$ cat src/rtl/spi_pkg.sv
// Shared SPI definitions: FSM state encoding, idle line levels and clock polarity.
// Reused by the SPI master and by the flash/SPI bus bridges.
package spi_pkg;

  typedef enum logic [2:0] {
    ST_IDLE  = 3'd0,
    ST_SETUP = 3'd1,
    ST_HIGH  = 3'd2,
    ST_LOW   = 3'd3,
    ST_HOLD  = 3'd4,
    ST_DONE  = 3'd5
  } spi_state_e;

  localparam logic SPI_CPOL      = 1'b0;
  localparam logic SPI_MOSI_IDLE = 1'b1;
  localparam logic SPI_SS_IDLE   = 1'b1;  // level of each select line when idle

  // Counter width for a divider of 'div' cycles; never narrower than one bit.
  function automatic int cnt_width(input int div);
    return (div > 1) ? $clog2(div) : 1;
  endfunction

endpackage

$ cat src/rtl/spi_clkgen.sv
// Half-period timer for the SPI master: counts 0..CLK_DIV-1 and flags the
// last cycle of the current phase. restart_i forces the count back to 0.
module spi_clkgen
  import spi_pkg::*;
#(
  parameter int CLK_DIV = 2
) (
  input  logic clk_i,
  input  logic rst_i,
  input  logic restart_i,
  output logic phase_end_o
);

  localparam int CNT_W = cnt_width(CLK_DIV);
  localparam logic [CNT_W-1:0] CNT_LAST = CNT_W'(CLK_DIV - 1);

  logic [CNT_W-1:0] cnt_q, cnt_d;

  always_comb begin
    cnt_d = restart_i ? '0 : cnt_q + CNT_W'(1);
  end

  always_ff @(posedge clk_i) begin
    if (rst_i) cnt_q <= '0;
    else       cnt_q <= cnt_d;
  end

  assign phase_end_o = (cnt_q == CNT_LAST);

endmodule

$ cat src/rtl/spi_master.sv
// SPI mode-0 initiator: MSB-first shift of up to MAX_BITS bits with miso capture,
// one transfer in flight, sck derived from clock by a fixed half-period divider.
module spi_master
  import spi_pkg::*;
#(
  parameter int CLK_DIV  = 2,
  parameter int MAX_BITS = 64,
  parameter int SS_NUM   = 8
) (
  input  logic                             clock,
  input  logic                             reset,
  input  logic                             req_valid,
  output logic                             req_ready,
  input  logic [$clog2(MAX_BITS+1)-1:0]    req_len,
  input  logic [MAX_BITS-1:0]              req_data,
  input  logic [SS_NUM-1:0]                req_ss,
  output logic                             rsp_valid,
  input  logic                             rsp_ready,
  output logic [MAX_BITS-1:0]              rsp_data,
  output logic                             sck,
  output logic [SS_NUM-1:0]                ss,
  output logic                             mosi,
  input  logic                             miso,
  output spi_state_e                       dbg_state_o
);

  localparam int LEN_W = $clog2(MAX_BITS + 1);
  localparam logic [LEN_W-1:0] LEN_MAX = LEN_W'(MAX_BITS);

  // Handshakes: a beat transfers on a posedge where valid && ready are both high.
  // req_ready is high only in IDLE; once rsp_valid rises it stays high with
  // rsp_data frozen until rsp_ready is seen.

  spi_state_e state_q, state_d;
  logic [LEN_W-1:0]    bits_q, bits_d;
  logic [MAX_BITS-1:0] tx_q, tx_d;
  logic [MAX_BITS-1:0] rx_q, rx_d;
  logic [SS_NUM-1:0]   ss_q, ss_d;
  logic                rsp_valid_q, rsp_valid_d;

  logic             phase_end;
  logic             in_xfer;
  logic             accept;
  logic             rsp_fire;
  logic [LEN_W-1:0] len_sat;
  logic [LEN_W-1:0] shamt;

  assign in_xfer  = (state_q == ST_SETUP) || (state_q == ST_HIGH) ||
                    (state_q == ST_LOW)   || (state_q == ST_HOLD);
  assign accept   = (state_q == ST_IDLE) && req_valid;
  assign rsp_fire = rsp_valid_q && rsp_ready;
  assign len_sat  = (req_len > LEN_MAX) ? LEN_MAX : req_len;
  // Left-align the request so the first bit to send always sits in the MSB.
  assign shamt    = LEN_MAX - len_sat;

  spi_clkgen #(
    .CLK_DIV (CLK_DIV)
  ) u_clkgen (
    .clk_i       (clock),
    .rst_i       (reset),
    .restart_i   (!in_xfer || phase_end),
    .phase_end_o (phase_end)
  );

  always_ff @(posedge clock) begin
    if (reset) begin
      state_q     <= ST_IDLE;
      bits_q      <= '0;
      tx_q        <= '0;
      rx_q        <= '0;
      ss_q        <= '0;
      rsp_valid_q <= 1'b0;
    end else begin
      state_q     <= state_d;
      bits_q      <= bits_d;
      tx_q        <= tx_d;
      rx_q        <= rx_d;
      ss_q        <= ss_d;
      rsp_valid_q <= rsp_valid_d;
    end
  end

  always_comb begin
    state_d = state_q;
    case (state_q)
      ST_IDLE:  if (req_valid) state_d = (len_sat == '0) ? ST_DONE : ST_SETUP;
      ST_SETUP: if (phase_end) state_d = ST_HIGH;
      ST_HIGH:  if (phase_end) state_d = (bits_q == LEN_W'(1)) ? ST_HOLD : ST_LOW;
      ST_LOW:   if (phase_end) state_d = ST_HIGH;
      ST_HOLD:  if (phase_end) state_d = ST_DONE;
      ST_DONE:  if (rsp_fire)  state_d = ST_IDLE;
      default:                 state_d = ST_IDLE;
    endcase
  end

  always_comb begin
    bits_d      = bits_q;
    tx_d        = tx_q;
    rx_d        = rx_q;
    ss_d        = ss_q;
    rsp_valid_d = (state_q == ST_DONE) && !rsp_fire;
    if (accept) begin
      bits_d = len_sat;
      tx_d   = req_data << shamt;
      rx_d   = '0;
      ss_d   = req_ss;
    end else if ((state_q == ST_HIGH) && phase_end) begin
      // miso is sampled on the last HIGH cycle, i.e. right at the sck fall.
      rx_d   = {rx_q[MAX_BITS-2:0], miso};
      bits_d = bits_q - LEN_W'(1);
      if (bits_q != LEN_W'(1)) tx_d = tx_q << 1;
    end
  end

  always_comb begin
    req_ready   = (state_q == ST_IDLE);
    sck         = (state_q == ST_HIGH) ? ~SPI_CPOL : SPI_CPOL;
    ss          = in_xfer ? ~ss_q : {SS_NUM{SPI_SS_IDLE}};
    mosi        = ((state_q == ST_SETUP) || (state_q == ST_HIGH) || (state_q == ST_LOW)) ?
                  tx_q[MAX_BITS-1] : SPI_MOSI_IDLE;
    rsp_valid   = rsp_valid_q;
    rsp_data    = rx_q;
    dbg_state_o = state_q;
  end

endmodule

$ cat config.mk
export PLATFORM = sky130hd
export DESIGN_NAME = spi_master
export DESIGN_NICKNAME = d
export VERILOG_FILES = /design/src/rtl/spi_pkg.sv /design/src/rtl/spi_clkgen.sv /design/src/rtl/spi_master.sv
export SDC_FILE = /design/constraint.sdc
export NUM_CORES = 1
export LEC_CHECK = 0
export BUFFER_PORTS_ARGS = -buffer_cell sky130_fd_sc_hd__buf_4
export CAP_MARGIN = 10
export CORE_ASPECT_RATIO = 1.75
export CORE_MARGIN = 4
export CORE_UTILIZATION = 30
export CTS_BUF_LIST = sky130_fd_sc_hd__clkbuf_2 sky130_fd_sc_hd__clkbuf_4 sky130_fd_sc_hd__clkbuf_8
export DETAILED_ROUTE_END_ITERATION = 7
export PLACE_DENSITY = 0.49
export SKIP_CTS_REPAIR_TIMING = 1
export SKIP_LAST_GASP = 1
export SLEW_MARGIN = 20
export SYNTH_ARGS = -nofsm -noshare
export SYNTH_HDL_FRONTEND = slang
export SYNTH_SLANG_ARGS = --single-unit
$ cat constraint.sdc
create_clock -name clock -period 7.4 [get_ports clock]
set_input_delay 0.74 -clock clock [delete_from_list [all_inputs] [get_ports clock]]
set_output_delay 0.74 -clock clock [all_outputs]
set_load 0.03 [all_outputs]
==> results of run 1 <==
stage by stage:
stage	instances	total power [mW]	hold WS [ns]	setup slack, ns
3_5_place_dp	2022	1.93	0.442	1.74
3_3_place_gp	2022	1.93	0.444	1.86
4_1_cts	2053	2.58	0.454	2.30
5_1_grt	2054	2.71	0.462	2.05
6_report	2054	2.57	0.452	2.22
2_1_floorplan	1500	1.59	0.429	3.47
metal layers:
metal	routed length (um)	up-vias
met5	0	-
met4	2570	0
met3	2300	112
met2	23400	456
met1	17000	5709
li1	-	5703
final timing paths:
check,endpoint,depth (start not counted)
setup / recovery,tx_q[54],12
hold reg to reg,tx_q[2],2
hold / removal,tx_q[2],2
setup reg to reg,tx_q[56],7
power by group through the flow:
stage / combinational, mW / clock [mW] / sequential (mW)
CTS: 1.00 / 0.664 / 0.918
detailed placement: 0.996 / 0 / 0.937
floorplan: 0.669 / 0 / 0.916
global route: 1.09 / 0.694 / 0.926
global placement: 0.995 / 0 / 0.936
finish: 1.01 / 0.643 / 0.919
kinds of logic (layout without fill, tap and decap cells):
kind of cell,after synthesis,count (layout),share of synthesized area
adder cells (fa/ha/maj),3,3,0.00334
multiplexers,160,160,0.171
other,0,1,0
buffers and inverters,150,228,0.0553
AND/OR/NAND/NOR,525,525,0.204
XOR/XNOR,8,8,0.00624
flip-flops,148,148,0.264
AO/OA/AOI/OAI,506,506,0.296
cells in the final DEF, fill, tap and decap left out, types with 6 or more instances in the layout:
cell      count
nand2_1     276
buf_4       188
dfxtp_1     148
a21oi_1     144
nor2_1      121
o21ai_0     106
mux2i_1      91
mux2_2       48
a211oi_1     28
nand3_1      28
nor3_1       27
a22oi_1      26
o221ai_1     25
o211ai_1     21
mux4_2       21
o22ai_1      20
a221oi_1     20
a32oi_1      19
clkbuf_8     19
a31oi_1      15
o22a_1       13
o31ai_1      11
a311oi_1      7
inv_1         7
nand2b_1      7
nor2b_1       7
and3_1        7
clkbuf_4      7
nor4_1        6
and2_1        6
cell type report:
class | count | share of cell area
antenna | 1 | 0.000190
clock buffer | 26 | 0.0239
clock inverter | 5 | 0.00571
tap | 475 | 0.0452
timing repair buffer | 188 | 0.107
sequential | 148 | 0.225
inverter | 9 | 0.00257
multi-input combinational | 1202 | 0.590
registers in the layout (all words and copies together), names as in the netlist:
signal and flops:
rsp_valid 1, u_clkgen.phase_end_o 1, dbg_state_o 3, bits_q 7
rsp_data 64, tx_q 64, ss_q 8
worst min-delay path: stages, from the launching register on:
cell and delay (ns):
dfxtp_1 0.31, nand2_1 0.05, a21oi_1 0.05
==> run_results.csv, run 1 <==
group,metric,value,unit
power_and_ir_drop,switchingPower,1.01,mW
synth,syn_nets,1587,
global_routing,grt_pass1_wl,69300,um
setup_path,ff2ff_setup_slack,3.61,ns
power_and_ir_drop,p_int,1.56,mW
clock_tree,clk_pin_slew,0.08,ns
synth,synth_top_area_cell,"dfxtp_1",
setup_path,timing.rr.start,"dbg_state_o[2]",
synth,synth-main-ff-cell,"dfxtp_1",
power_and_ir_drop,peakVddDrop,0.115,mV
layout,seq_area,2960,um2
power_and_ir_drop,swShare,0.392,
synth,yosys-top-cells-count,"nand2_1 (278), dfxtp_1 (148), a21oi_1 (144)",
setup_path,cp_max_fo,63,
routing,route.detailed.drc,0,
synth,netlist_instances,1500,
timing,layout_min_cycle_time,5.18,ns
timing,finClkSkew,0.00963,ns
timing,hold_viol_final,0,
power_and_ir_drop,leakage,4.83,nW
setup_path,worstSetupStartpointType,"primary input",
synth,yosysUniqueCellTypes,80,
routing,postRouteAntennaNets,0,
global_routing,grt_pass1_vias,11686,
clock_tree,cts_htree_levels,4,
global_routing,track_usage,0.214,
layout,drive_gt1_frac,0.202,
floorplan,die_h,264,um
synth,syn_area,11200,um2
routing,drt_iter0_markers,708,
setup_path,critPathArrivalTime,5.51,ns
power_and_ir_drop,p_comb_frac,0.392,
run_status,status,"complete, no violations",
routing,via_per_inst,5.83,
global_routing,grt_max_degree,70,
setup_path,cp_cell_sequence,"buf_4 -> clkinv_1 -> nand2_1 -> ha_4 -> buf_4 -> mux2i_1 -> o22a_1 -> o221ai_1 -> o21ai_0 -> mux2i_1 -> a221oi_1 -> a311oi_1",
clock_tree,cts-root-buf,"clkbuf_8",
placement,io_buffer_count,162,
routing,first_pass_iters,5,
synth,ys_ff_latch,148,
layout,fill_cells,3945,
power_and_ir_drop,sequentialPowerShare,0.358,
clock_tree,cts_tree,"done",
floorplan,initial_core_util,0.304,
clock_tree,clk_latency,0.48,ns
synth,synthDominantCellAreaShare,0.264,
global_routing,met2_usage,0.390,
timing,final.setup.tns,0,ns
global_routing,grt_busiest_layer,"met2",
placement,gp_congestion,0.923,
timing,maxSlewViolCount,0,
setup_path,criticalPathCategory,"in -> reg",
floorplan,rows,93,
worst_hold_path,hold_path.class,"reg -> reg",
setup_path,slowest_stage,"buf_4",
timing,slew_headroom,0.220,
synth,synth_edf_count,0,
placement,dp_hpwl,34000,um
synth,yosys_warnings,0,
global_routing,grt_use_met3,0.0302,
setup_path,crit_path_start,"req_len[6]",
timing,rsz0062_at_grt,"no",
worst_hold_path,hp-start,"tx_q[2]",
floorplan,dieArea,40700,um2
floorplan,coreArea,36900,um2
timing,setup_viol,0,
floorplan,io_pins,163,
setup_path,critical_path.top_delay_family,"buffers and inverters",
timing,fin_crit_sh,0.700,
synth,avgSynthCellArea,7.49,um2
timing,clock.fmax,193,MHz
synth,synth_area_leaders,"dfxtp_1 (26%), nand2_1 (9.3%), mux2i_1 (8.1%)",
layout,post-route-cell-area,13100,um2
clock_tree,cts.sinks,148,
timing,tightest_slew,1.17,ns
routing,drt_wl_total,45300,um
floorplan,chipWidth,154,um
setup_path,end_kind,"register",
synth,synth_most_common_cell,"nand2_1",
synth,ys_async_sr_fraction,0,
global_routing,overflow,0,
power_and_ir_drop,pwr-share-clk,0.250,
run,maxCapViolations,0,
setup_path,crit_buf_inv,3,
setup_path,crit_required,7.73,ns
routing,avgRoutedWirePerCell,22.0,um
layout,finalNetCount,1653,
setup_path,crit_path_max_incr_delay,0.73,ns
synth,yosysSeqAreaShare,0.264,
layout,postLayoutCoreUtil,0.356,
routing,via_count,11980,
clock_tree,numCtsBuffers,17,
global_routing,met1_usage,0.235,
placement,place_area,12700,um2
layout,syn_to_final_growth,17.0,%
layout,multi_input_comb_area,7750,um2
global_routing,antenna_found_initial,1,
power_and_ir_drop,power_density,195,nW/um2
clock_tree,clock_path_buffers,2,
Power figures use the tool's default switching activity.
==> inputs of run 2 (changes only) <==
--- a/config.mk
+++ b/config.mk
@@ -5,6 +5,7 @@
 export SDC_FILE = /design/constraint.sdc
 export NUM_CORES = 1
 export LEC_CHECK = 0
+export ABC_AREA = 1
 export BUFFER_PORTS_ARGS = -buffer_cell sky130_fd_sc_hd__buf_4
 export CAP_MARGIN = 10
 export CORE_ASPECT_RATIO = 1.75
@@ -12,7 +13,7 @@
 export CORE_UTILIZATION = 30
 export CTS_BUF_LIST = sky130_fd_sc_hd__clkbuf_2 sky130_fd_sc_hd__clkbuf_4 sky130_fd_sc_hd__clkbuf_8
 export DETAILED_ROUTE_END_ITERATION = 7
-export PLACE_DENSITY = 0.49
+export PLACE_DENSITY = 0.51
 export SKIP_CTS_REPAIR_TIMING = 1
 export SKIP_LAST_GASP = 1
 export SLEW_MARGIN = 20
==> constraint.sdc (replaced) <==
create_clock -name clock -period 4.4 [get_ports clock]
set_input_delay 0.44 -clock clock [delete_from_list [all_inputs] [get_ports clock]]
set_output_delay 0.44 -clock clock [all_outputs]
set_load 0.03 [all_outputs]
==> run 2 against run 1 <==
  * Wire length fell by 11%
  * Sequential power is 86% higher
  * Die area fell by 9.5%
  * Sequential share of layout area increased by 2.2 points
  * Clock power up 52%
  * First-iteration DRC count is 5.2% higher
  * Core utilization rose by 0.54 points
  * Critical path type unchanged
  * Final area decreased by 8.8%
  * Total power grew 93%
  * Highest routed layer unchanged
==> run_results.csv, run 2 <==
group,metric,value,unit
placement,gp_congestion,1.00,
global_routing,grt_pass1_wl,63500,um
run_status,status,"complete, no violations",
setup_path,worstSetupStartpointType,"primary input",
synth,yosysSeqAreaShare,0.293,
synth,synth_most_common_cell,"nand3_1",
synth,yosys-top-cells-count,"nand3_1 (528), nand2_1 (427), a21oi_1 (193)",
routing,via_count,11858,
clock_tree,clock_path_buffers,2,
power_and_ir_drop,power_density,415,nW/um2
setup_path,crit_required,4.82,ns
setup_path,critPathArrivalTime,3.39,ns
floorplan,rows,88,
timing,layout_min_cycle_time,2.97,ns
worst_hold_path,min_path_cells,3,
synth,syn_area,10100,um2
timing,rsz0062_at_grt,"no",
global_routing,antenna_found_initial,1,
routing,route.detailed.drc,0,
global_routing,grt_pass1_vias,11565,
setup_path,end_kind,"register",
synth,yosys_warnings,0,
setup_path,crit_path_max_incr_delay,0.55,ns
synth,ys_async_sr_fraction,0,
run,maxCapViolations,0,
synth,yosysUniqueCellTypes,33,
timing,tightest_slew,0.765,ns
synth,ys_ff_latch,148,
timing,maxSlewViolCount,0,
setup_path,r2r_cells,13,
synth,avgSynthCellArea,5.88,um2
layout,final_common_cell,"nand3_1",
synth,syn_nets,1807,
floorplan,initial_core_util,0.305,
floorplan,dieArea,36900,um2
synth,synthDominantCellAreaShare,0.293,
timing,slew_headroom,0.490,
setup_path,slowest_stage,"inv_2",
routing,via_per_inst,5.26,
floorplan,io_pins,163,
timing,clock.fmax,336,MHz
timing,hold_viol_final,0,
placement,place_area,11600,um2
global_routing,grt_max_degree,74,
layout,syn_to_final_growth,18.4,%
layout,post-route-cell-area,12000,um2
setup_path,criticalPathCategory,"in -> reg",
worst_hold_path,hold_path.class,"in -> reg",
setup_path,cp_max_fo,73,
layout,layout_common_cells,"nand3_1 (528), nand2_1 (423), a21oi_1 (193)",
clock_tree,clk_pin_slew,0.08,ns
timing,setup_viol,0,
timing,final.setup.tns,0,ns
setup_path,cp_cell_sequence,"buf_4 -> buf_4 -> nand2_2 -> buf_12 -> nand3_1 -> nor2_1 -> nand2_2 -> xor2_4 -> buf_4 -> nand2_2 -> inv_2 -> nand3_1 -> nand3_1 -> nand2_1 -> inv_1",
floorplan,die_h,251,um
synth,netlist_instances,1720,
clock_tree,clk_latency,0.47,ns
layout,finalNetCount,1877,
placement,dp_hpwl,30700,um
synth,synth-main-ff-cell,"dfxtp_1",
routing,first_pass_iters,5,
placement,io_buffer_count,162,
power_and_ir_drop,leakage,5.32,nW
power_and_ir_drop,peakVddDrop,0.190,mV
floorplan,chipWidth,147,um
clock_tree,cts-root-buf,"clkbuf_8",
routing,drt_iter0_markers,745,
clock_tree,numCtsBuffers,17,
clock_tree,cts_htree_levels,4,
clock_tree,cts.sinks,148,
synth,synth_edf_count,0,
routing,postRouteAntennaNets,0,
routing,avgRoutedWirePerCell,17.9,um
global_routing,overflow,0,
layout,drive_gt1_frac,0.134,
floorplan,coreArea,33100,um2
clock_tree,cts_tree,"done",
timing,fin_crit_sh,0.676,
routing,drt_wl_total,40300,um
global_routing,track_usage,0.215,
timing,finClkSkew,0.0129,ns
synth,synth_top_area_cell,"dfxtp_1",
synth,synth_area_leaders,"dfxtp_1 (29%), nand3_1 (26%), nand2_1 (16%)",
-- run 2: cell count changes after synthesis, sizes merged, moves of 20 or more --
cell    before  now
mux2        48    0
o221ai      25    1
a211oi      28    3
a22oi       26    0
nor3        28    5
o21ai      108   88
nand3       28  528
o211ai      21    0
mux4        21    0
mux2i       91    0
inv          8   96
a21oi      144  193
nor2       122   63
nand2      280  430
-- run 2: where the power goes --
group / internal (mW) / switching [mW] / leakage, nW
Combinational: 0.685 / 1.60 / 3.92
Sequential: 1.58 / 0.130 / 1.21
Clock: 0.457 / 0.519 / 0.188
-- run 2: metal layers --
metal / GRT usage / routed length [um] / up-vias
met5: 0 / 0 / -
met3: 0.0287 / 1810 / 73
met1: 0.237 / 15400 / 5484
met2: 0.393 / 20800 / 340
li1: - / - / 5961
met4: 0.119 / 2250 / 0
-- run 2: final timing paths --
check	start	endpoint	slack, ns
worst max register to register	dbg_state_o[0]	tx_q[63]	1.47
worst min register to register	rsp_data[63]	rsp_data[63]	0.47
worst min-delay path	req_ss[7]	ss_q[7]	0.19
worst max-delay path	req_len[0]	tx_q[63]	1.43
-- run 2: kinds of logic (layout without fill, tap and decap cells) --
kind of cell	after synthesis	count (layout)	share of synthesized area
and+or+nand+nor	1041	1041	0.458
AOI/OAI and AO/OA	294	294	0.149
adders and majority gates	3	3	0.00371
xor gates and xnor gates	3	3	0.00519
other	0	1	0
DFF	148	148	0.293
buffers and inverters	231	314	0.0916
-- run 2: final cells by class --
type / count / area (um2)
fill: 3762 / 21200
sequential: 148 / 2960
multi-input combinational: 1341 / 6270
inverter: 99 / 372
clock buffer: 23 / 304
clock inverter: 9 / 53.8
antenna: 1 / 2.50
timing repair buffer: 183 / 1460
tap: 450 / 563
-- run 2: worst max-delay path, delay by kind of cell --
| family | cells | cell delay (ns) |
|---|---|---|
| xor+xnor | 1 | 0.14 |
| buf+inv | 6 | 1.68 |
| simple gates | 8 | 1.08 |
-- run 2: stage by stage --
stage	instances	power, mW	hold slack, ns	setup WS [ns]	utilization
after floorplan	1720	3.26	0.459	1.50	-
after global placement	2221	4.02	0.450	0.963	0.351
after detailed placement	2221	4.02	0.460	0.918	0.351
after CTS	2253	5.01	0.153	1.43	0.362
after global routing	2254	5.33	0.171	1.13	0.362
final	2254	4.97	0.189	1.43	0.362
==> inputs of run 3 (changes only) <==
--- a/config.mk
+++ b/config.mk
@@ -5,7 +5,7 @@
 export SDC_FILE = /design/constraint.sdc
 export NUM_CORES = 1
 export LEC_CHECK = 0
-export ABC_AREA = 1
+export ABC_AREA = 0
 export BUFFER_PORTS_ARGS = -buffer_cell sky130_fd_sc_hd__buf_4
 export CAP_MARGIN = 10
 export CORE_ASPECT_RATIO = 1.75
==> constraint.sdc (replaced) <==
create_clock -name clock -period 2.65 [get_ports clock]
set_input_delay 0.265 -clock clock [delete_from_list [all_inputs] [get_ports clock]]
set_output_delay 0.265 -clock clock [all_outputs]
set_load 0.03 [all_outputs]
==> run 3 against run 2 <==
  * The flow now finishes with violations (negative setup slack)
  * Via count grew 11%
  * Register-to-register slack worse by 1.2 ns
  * Clock-buffer cell count shrank 5
  * Final cell count increased by 2.1%
  * Setup slack worse by 1.4 ns
  * Clock power grew 140%
  * Global-route usage up 2.8 points
  * Critical path type unchanged
  * Largest power group unchanged
==> run_results.csv, run 3 (same netlist as run 1, synthesis figures left out) <==
group,metric,value,unit
run_status,violations,"negative setup slack",
placement,dp_hpwl,40800,um
floorplan,initial_core_util,0.304,
routing,route.detailed.drc,0,
floorplan,dieArea,40700,um2
timing,rsz0062_at_grt,"yes",
layout,fill_cells,3860,
power_and_ir_drop,power.total,8.46,mW
clock_tree,clock_path_buffers,2,
global_routing,antenna_found_initial,1,
global_routing,grt_max_degree,70,
timing,setup_viol,1,
run_status,status,"finished with violations",
clock_tree,numCtsBuffers,17,
global_routing,track_usage,0.243,
clock_tree,cts.sinks,148,
layout,final_cells,2302,
global_routing,overflow,0,
timing,slew_headroom,0.503,
clock_tree,cts_tree,"done",
clock_tree,clk_pin_slew,0.08,ns
worst_hold_path,hold_path.class,"in -> reg",
routing,via_count,13116,
layout,syn_to_final_growth,37.7,%
layout,layout_common_cells,"buf_4 (421), nand2_1 (276), dfxtp_1 (148)",
placement,place_area,14900,um2
floorplan,coreArea,36900,um2
setup_path,end_kind,"register",
timing,maxSlewViolCount,0,
routing,first_pass_iters,5,
setup_path,critPathArrivalTime,3.00,ns
routing,avgRoutedWirePerCell,22.2,um
timing,fin_crit_sh,1.00,
power_and_ir_drop,power_density,547,nW/um2
floorplan,chipWidth,154,um
clock_tree,cts-root-buf,"clkbuf_8",
timing,finClkSkew,0.0136,ns
floorplan,die_h,264,um
timing,whs,0.0450,ns
timing,setup_slack,-0.00148,ns
setup_path,cp_max_fo,16,
placement,place_inst,2270,
run,maxCapViolations,0,
clock_tree,cts_htree_levels,4,
power_and_ir_drop,peakVddDrop,0.295,mV
setup_path,crit_required,2.99,ns
timing,tightest_slew,0.724,ns
global_routing,grt_pass1_wl,77700,um
placement,gp_congestion,0.976,
timing,final.setup.tns,-0.00148,ns
setup_path,worstSetupStartpointType,"primary input",
setup_path,criticalPathCategory,"in -> reg",
floorplan,io_pins,163,
layout,finalNetCount,1901,
floorplan,rows,93,
clock_tree,clk_latency,0.47,ns
routing,drt_iter0_markers,924,
routing,via_per_inst,5.70,
timing,layout_min_cycle_time,2.65,ns
layout,final_common_cell,"buf_4",
layout,drive_gt1_frac,0.321,
layout,post-route-cell-area,15500,um2
routing,drt_wl_total,51200,um
routing,postRouteAntennaNets,0,
timing,hold_viol_final,0,
placement,io_buffer_count,162,
timing,clock.fmax,377,MHz
power_and_ir_drop,leakage,6.21,nW
global_routing,grt_pass1_vias,13224,
## run 3: final timing paths
kind	from	end	slack (ns)	cells past startpoint
worst max-delay path	req_len[0]	tx_q[45]	-0.001	13
worst min-delay path	req_ss[5]	ss_q[5]	0.04	3
worst max register to register	bits_q[0]	tx_q[41]	0.24	8
worst min register to register	tx_q[2]	tx_q[2]	0.45	2
## run 3: routing by layer
metal  track usage  share of wire  wire [um]  vias up
met3        0.0254          0.038       1940      159
met4         0.183          0.086       4370        0
li1              -              -          -     6205
met1         0.248           0.35      18000     6309
met2         0.448           0.52      26800      443
met5             0              0          0        -
## run 3: final cells by class
class | instances | area [um2] | area share
tap | 475 | 594 | 0.0384
clock buffer | 18 | 241 | 0.0156
antenna | 1 | 2.50 | 0.000162
sequential | 148 | 2960 | 0.192
inverter | 9 | 41.3 | 0.00267
multi-input combinational | 1202 | 7890 | 0.510
clock inverter | 13 | 279 | 0.0180
timing repair buffer | 436 | 3450 | 0.223
## run 3: per-stage QoR
| step | worst slack, ns | util |
|---|---|---|
| 6_report | -0.00148 | 0.419 |
| 5_1_grt | -0.0377 | 0.419 |
| 4_1_cts | 0.0348 | 0.419 |
| 3_5_place_dp | -0.488 | 0.404 |
| 3_3_place_gp | -0.465 | 0.404 |
| 2_1_floorplan | -0.128 | - |
## run 3: critical path: stages
cell      delay (ns)
buf_4           0.12
nor2b_4         0.13
inv_4           0.06
ha_4            0.28
buf_4           0.33
mux2_4          0.34
a32oi_1         0.18
nand2_1         0.17
o221ai_1        0.41
o31ai_1         0.17
buf_4           0.18
a221oi_1        0.24
o21ai_0         0.11
## run 3: power by group
part           total, mW  internal (mW)  switching, mW
combinational       3.60           1.53           2.07
sequential          2.54           2.42          0.119
clock               2.32           1.41          0.903
total               8.46           5.36           3.09
